===== src/rtl/multicycle_control_fsm.sv =====
// Multi-cycle RV32I sequencing controller: Moore FSM stepping fetch/decode/execute/memory/writeback
// with embedded ALU-control decode and a memory-ready stall handshake.
module multicycle_control_fsm #(
  parameter int unsigned STATE_W = 4
) (
  input  logic               clk,
  input  logic               rst,
  input  logic [6:0]         op,
  input  logic [2:0]         funct3,
  input  logic               funct7,
  input  logic               Zero,
  input  logic               mem_ready,
  output logic               PCWrite,
  output logic               AdrSrc,
  output logic               MemWrite,
  output logic               IRWrite,
  output logic               RegWrite,
  output logic [1:0]         ResultSrc,
  output logic [1:0]         ALUSrcA,
  output logic [1:0]         ALUSrcB,
  output logic [1:0]         ImmSrc,
  output logic [2:0]         ALUControl,
  output logic               instr_done,
  output logic               illegal,
  output logic [STATE_W-1:0] state_o
);

  typedef enum logic [STATE_W-1:0] {
    FETCH    = STATE_W'(0),
    DECODE   = STATE_W'(1),
    MEMADR   = STATE_W'(2),
    MEMREAD  = STATE_W'(3),
    MEMWB    = STATE_W'(4),
    MEMWRITE = STATE_W'(5),
    EXECR    = STATE_W'(6),
    EXECI    = STATE_W'(7),
    ALUWB    = STATE_W'(8),
    BEQ      = STATE_W'(9),
    JAL      = STATE_W'(10),
    TRAP     = STATE_W'(11)
  } state_t;

  typedef struct packed {
    logic       pcupdate;
    logic       branch;
    logic       irwrite;
    logic       adrsrc;
    logic       memwrite;
    logic       regwrite;
    logic       done;
    logic [1:0] resultsrc;
    logic [1:0] alusrca;
    logic [1:0] alusrcb;
    logic [1:0] immsrc;
    logic [1:0] aluop;
  } ctrl_t;

  state_t state;
  state_t nxt;
  ctrl_t  ctrl;
  logic   illegal_r;

  // Moore control word of a state; op5 only matters for the MEMADR immediate format.
  function automatic ctrl_t ctrl_of(input state_t s, input logic op5);
    ctrl_t c;
    c = '0;
    case (s)
      FETCH: begin
        c.alusrcb   = 2'b10;
        c.resultsrc = 2'b10;
        c.pcupdate  = 1'b1;
        c.irwrite   = 1'b1;
      end
      DECODE: begin
        c.alusrca = 2'b01;
        c.alusrcb = 2'b01;
        c.immsrc  = 2'b10;
      end
      MEMADR: begin
        c.alusrca = 2'b10;
        c.alusrcb = 2'b01;
        c.immsrc  = op5 ? 2'b01 : 2'b00;
      end
      MEMREAD: c.adrsrc = 1'b1;
      MEMWB: begin
        c.resultsrc = 2'b01;
        c.regwrite  = 1'b1;
        c.done      = 1'b1;
      end
      MEMWRITE: begin
        c.adrsrc   = 1'b1;
        c.memwrite = 1'b1;
      end
      EXECR: begin
        c.alusrca = 2'b10;
        c.aluop   = 2'b10;
      end
      EXECI: begin
        c.alusrca = 2'b10;
        c.alusrcb = 2'b01;
        c.aluop   = 2'b10;
      end
      ALUWB: begin
        c.regwrite = 1'b1;
        c.done     = 1'b1;
      end
      BEQ: begin
        c.alusrca = 2'b10;
        c.aluop   = 2'b01;
        c.branch  = 1'b1;
        c.done    = 1'b1;
      end
      JAL: begin
        c.alusrca  = 2'b01;
        c.alusrcb  = 2'b10;
        c.pcupdate = 1'b1;
        c.immsrc   = 2'b11;
      end
      default: c = '0;
    endcase
    return c;
  endfunction

  always_comb begin
    nxt = state;
    case (state)
      FETCH:    nxt = mem_ready ? DECODE : FETCH;
      DECODE: begin
        case (op)
          7'b0000011, 7'b0100011: nxt = MEMADR;
          7'b0110011:             nxt = EXECR;
          7'b0010011:             nxt = EXECI;
          7'b1100011:             nxt = BEQ;
          7'b1101111:             nxt = JAL;
          default:                nxt = TRAP;
        endcase
      end
      MEMADR:   nxt = op[5] ? MEMWRITE : MEMREAD;
      MEMREAD:  nxt = mem_ready ? MEMWB : MEMREAD;
      MEMWB:    nxt = FETCH;
      MEMWRITE: nxt = mem_ready ? FETCH : MEMWRITE;
      EXECR:    nxt = ALUWB;
      EXECI:    nxt = ALUWB;
      ALUWB:    nxt = FETCH;
      BEQ:      nxt = FETCH;
      JAL:      nxt = ALUWB;
      TRAP:     nxt = TRAP;
      default:  nxt = FETCH;
    endcase
  end

  // Control word is registered from the next state so it lines up with the state register.
  always_ff @(posedge clk) begin
    if (!rst) begin
      state     <= FETCH;
      ctrl      <= ctrl_of(FETCH, 1'b0);
      illegal_r <= 1'b0;
    end else begin
      state     <= nxt;
      ctrl      <= ctrl_of(nxt, op[5]);
      illegal_r <= illegal_r | (nxt == TRAP);
    end
  end

  always_comb begin
    ALUControl = 3'b000;
    case (ctrl.aluop)
      2'b01: ALUControl = 3'b001;
      2'b10: begin
        case (funct3)
          3'b000:  ALUControl = (op[5] & funct7) ? 3'b001 : 3'b000;
          3'b010:  ALUControl = 3'b101;
          3'b110:  ALUControl = 3'b011;
          3'b111:  ALUControl = 3'b010;
          default: ALUControl = 3'b000;
        endcase
      end
      default: ALUControl = 3'b000;
    endcase
  end

  // Input-qualified strobes: FETCH waits on mem_ready, BEQ on Zero, MEMWRITE finishes on mem_ready.
  assign PCWrite    = rst & ((ctrl.pcupdate & (~ctrl.irwrite | mem_ready)) | (ctrl.branch & Zero));
  assign IRWrite    = rst & ctrl.irwrite & mem_ready;
  assign RegWrite   = rst & ctrl.regwrite;
  assign MemWrite   = rst & ctrl.memwrite;
  assign instr_done = rst & (ctrl.done | (ctrl.memwrite & mem_ready));
  assign AdrSrc     = ctrl.adrsrc;
  assign ResultSrc  = ctrl.resultsrc;
  assign ALUSrcA    = ctrl.alusrca;
  assign ALUSrcB    = ctrl.alusrcb;
  assign ImmSrc     = ctrl.immsrc;
  assign illegal    = illegal_r;
  assign state_o    = state;

endmodule


===== config.mk =====
export PLATFORM = sky130hd
export DESIGN_NAME = multicycle_control_fsm
export DESIGN_NICKNAME = d
export VERILOG_FILES = /design/src/rtl/multicycle_control_fsm.sv
export SDC_FILE = /design/constraint.sdc
export NUM_CORES = 1
export LEC_CHECK = 0
export CAP_MARGIN = 20
export CORE_MARGIN = 2
export CORE_UTILIZATION = 41
export DETAILED_ROUTE_END_ITERATION = 10
export PLACE_DENSITY = 0.77
export SYNTH_ARGS = -nofsm -noshare
export SYNTH_HDL_FRONTEND = slang
export SYNTH_SLANG_ARGS = --single-unit

===== constraint.sdc =====
create_clock -name clk -period 1.7 [get_ports clk]
set_input_delay 0.34 -clock clk [delete_from_list [all_inputs] [get_ports clk]]
set_output_delay 0.34 -clock clk [all_outputs]
set_load 0.03 [all_outputs]

==> flow_metrics.env <==
export IMPL_nFillCells=181
export IMPL_hpwl_um=2380
export IMPL_vias=1252
export IMPL_htree_levels=1
export IMPL_worst_setup_path_end_kind="flip-flop"
export IMPL_critPathMaxFanout=2
export IMPL_ys_warn_count=0
export IMPL_cp_num_buf_inv=0
export IMPL_finish_net_count=214
export IMPL_cts_inserted_buffers=3
export IMPL_grt_pass1_vias=1259
export IMPL_critical_path_slowest_cell="or4b_4"
export IMPL_clk_latency_ns=0.31
export IMPL_grt_overflow=0
export IMPL_synth_main_ff_cell="dfxtp_1"
export IMPL_antenna_left=0
export IMPL_path_delay_family="simple AND/OR/NAND/NOR gates"
export IMPL_clk_pin_slew_ns=0.11
export IMPL_pre_cts_slack_ns=-0.597
export IMPL_dr_max_layer_used="met4"
export IMPL_start_util_pct=43.2
export IMPL_yosys_area_top_type_share_pct=37.3
export IMPL_rrSetupSlack_ns=-0.20
export IMPL_crit_required_ns=1.95
export IMPL_synthMostInstantiatedCell="dfxtp_1"
export IMPL_status="complete, but fails checks"
export IMPL_cts_tree="done"
export IMPL_area_delta_synth_final_pct=68.6
export IMPL_slowest_delay_ns=0.57
export IMPL_wl_um=3700
export IMPL_worst_pin_slew_ns=0.329
export IMPL_finalClockSkew_ns=0.00651
export IMPL_min_from="illegal$_SDFF_PN0_"
export IMPL_grt_pass1_wl_um=5910
export IMPL_fin_crit_sh_pct=112
export IMPL_wl_met2_um=1960
export IMPL_synth_edf_count=0
export IMPL_syn_area_per_cell_um2=8.68
export IMPL_drt_pass1_iterations=4
export IMPL_ys_types=46
export IMPL_wl_met1_um=1460
export IMPL_grt_use_total_pct=23.5
export IMPL_setup_viol=12
export IMPL_numPortBuffers=36
export IMPL_dieArea_um2=3320
export IMPL_die_x_um=57.6
export IMPL_synthArstFlopShare_pct=0
export IMPL_drc_errors=0
export IMPL_ys_ff_latch=22
export IMPL_diodes=0
export IMPL_syn_inst=136
export IMPL_routabilityCongestion=0.842
export IMPL_cts_sinks=22
export IMPL_grt_start_max_net_pins=15
export IMPL_antenna_found_initial=0
export IMPL_cts_max_path_buffers=2
export IMPL_drt_iter0_drc=30
export IMPL_p_leak_nw=0.930
export IMPL_die_y_um=57.6
export IMPL_core_area_um2=2730
export IMPL_setup_worst_path_class="flip-flop to flip-flop"
export IMPL_power_density_nw_per_um2=1050
export IMPL_cts_root_buf="clkbuf_4"
export IMPL_wl_per_cell_um=16.3
export IMPL_finalWorstPathRequiredPeriod_ns=1.90
export IMPL_r2r_start="state_o[3]$_SDFF_PN0_"
export IMPL_hold_slack_ns=0.460
export IMPL_timing_final_ws_setup_ns=-0.203
export IMPL_syn_area_um2=1180
export IMPL_synth_area_leaders="dfxtp_1, buf_4, nor2_1, o21ai_0, a21oi_1"
export IMPL_hold_class="flip-flop to flip-flop"
export IMPL_routed_wl_met3_um=195
export IMPL_multiInputGateArea_um2=808
export IMPL_vias_per_cell=5.52
export IMPL_rsz0062_at_grt="yes"
export IMPL_io_pins=37
export IMPL_path_cells="or4b_4 > nor4b_4 > a21boi_2 > or3_4 > a21oi_2"
export IMPL_worstSetupStartpoint="state_o[3]$_SDFF_PN0_"
export IMPL_ys_seq_area_share_pct=37.3
export IMPL_yosysTopAreaCell="dfxtp_1"
export IMPL_finalMaxSlewViolations=0
export IMPL_core_rowCount=19
export IMPL_vdd_ir_drop_max_mv=0.866
export IMPL_drive_gt1_share_pct=44.9
export IMPL_synth_commonest_cells="dfxtp_1, nor2_1, buf_4, o21ai_0, a21oi_1"
export IMPL_timing_fmax_ghz=0.526
export IMPL_ff_latch_area_um2=455
export IMPL_final_util_pct=72.8
export IMPL_cap_violations=0
export IMPL_timing_slew_headroom_pct=78.1
export IMPL_violations="setup timing"
export IMPL_arrival_ns=2.15
export IMPL_cp_start_kind="flip-flop"
export IMPL_hold_viol=0
export IMPL_syn_nets=153
worst reg2reg max path, stage by stage, from the launching register on:
cell	delay (ns)
dfxtp_4	0.36
or4b_4	0.57
nor4b_4	0.33
a21boi_2	0.10
or3_4	0.34
a21oi_2	0.14
power breakdown:
part	switching, W	internal (W)	total [W]	leakage, nW
registers	0.0000348	0.000615	0.000650	0.184
clock network	0.000146	0.0000859	0.000232	0.0154
logic	0.000643	0.000573	0.00122	0.730
cells by family (layout without fill, tap and decap cells):
group,count (synthesis),count (layout),synth area share (%)
xor gates and xnor gates,1,1,0.742
muxes,1,1,0.848
DFF,22,22,37.3
AOI/OAI and AO/OA,32,32,17.4
buffers and inverters,23,83,11.9
and+or+nand+nor,55,55,29.7
adders and majority gates,2,2,2.12
cell type report:
cell class / instances / area share (%)
clock buffer: 3 / 1.13
clock inverter: 1 / 0.189
inverter: 9 / 1.76
multi-input combinational: 91 / 40.6
sequential: 22 / 22.9
tap: 31 / 1.95
timing repair buffer: 70 / 31.4
path summary, 6_finish.rpt:
| check | endpoint | cells past startpoint |
|---|---|---|
| setup / recovery | ctrl[10]$_SDFF_PN0_ | 5 |
| hold / removal | illegal$_SDFF_PN0_ | 2 |
| setup reg to reg | ctrl[10]$_SDFF_PN0_ | 5 |
| hold reg to reg | illegal$_SDFF_PN0_ | 2 |
timing repair:
action                                  4_1_cts  5_1_grt
gates resized for setup                      42       32
endpoints found under the setup margin       28       23
buffers inserted                              6        2
pin swaps                                    10       11
hold buffers                                  0        0
sequential cells by signal, indices dropped and copies added (netlist names):
name	count
ResultSrc	2
AdrSrc	1
ALUSrcA	2
ImmSrc	2
illegal	1
ctrl	8
ALUSrcB	2
state_o	4
per-stage QoR:
| step | power, W | setup TNS [ns] | std cells | area, µm² |
|---|---|---|---|---|
| after global routing | 0.00220 | -1.35 | 227 | 1990 |
| after floorplan | 0.00125 | -1.47 | 136 | 1200 |
| final | 0.00210 | -0.592 | 227 | 1990 |
| after CTS | 0.00195 | -0.169 | 226 | 1860 |
| after detailed placement | 0.00159 | -9.49 | 216 | 1670 |
| after global placement | 0.00156 | -8.10 | 216 | 1670 |
placed cells by master, fill, tap and decap left out, types with 5 or more instances in the layout:
| cell type | count |
|---|---|
| buf_4 | 35 |
| dlygate4sd2_1 | 11 |
| clkdlybuf4s50_1 | 10 |
| dlymetal6s2s_1 | 7 |
| dfxtp_1 | 16 |
| nand2_1 | 5 |
| a21oi_1 | 6 |
| buf_6 | 7 |
| inv_1 | 7 |
| nor2_1 | 12 |
routing by layer:
layer	up-vias	global-route usage, %
met5	-	0
met4	0	11.0
met3	9	5.80
met2	43	41.9
met1	606	26.0
li1	594	-
No activity file was read; power rests on OpenSTA's default activity.
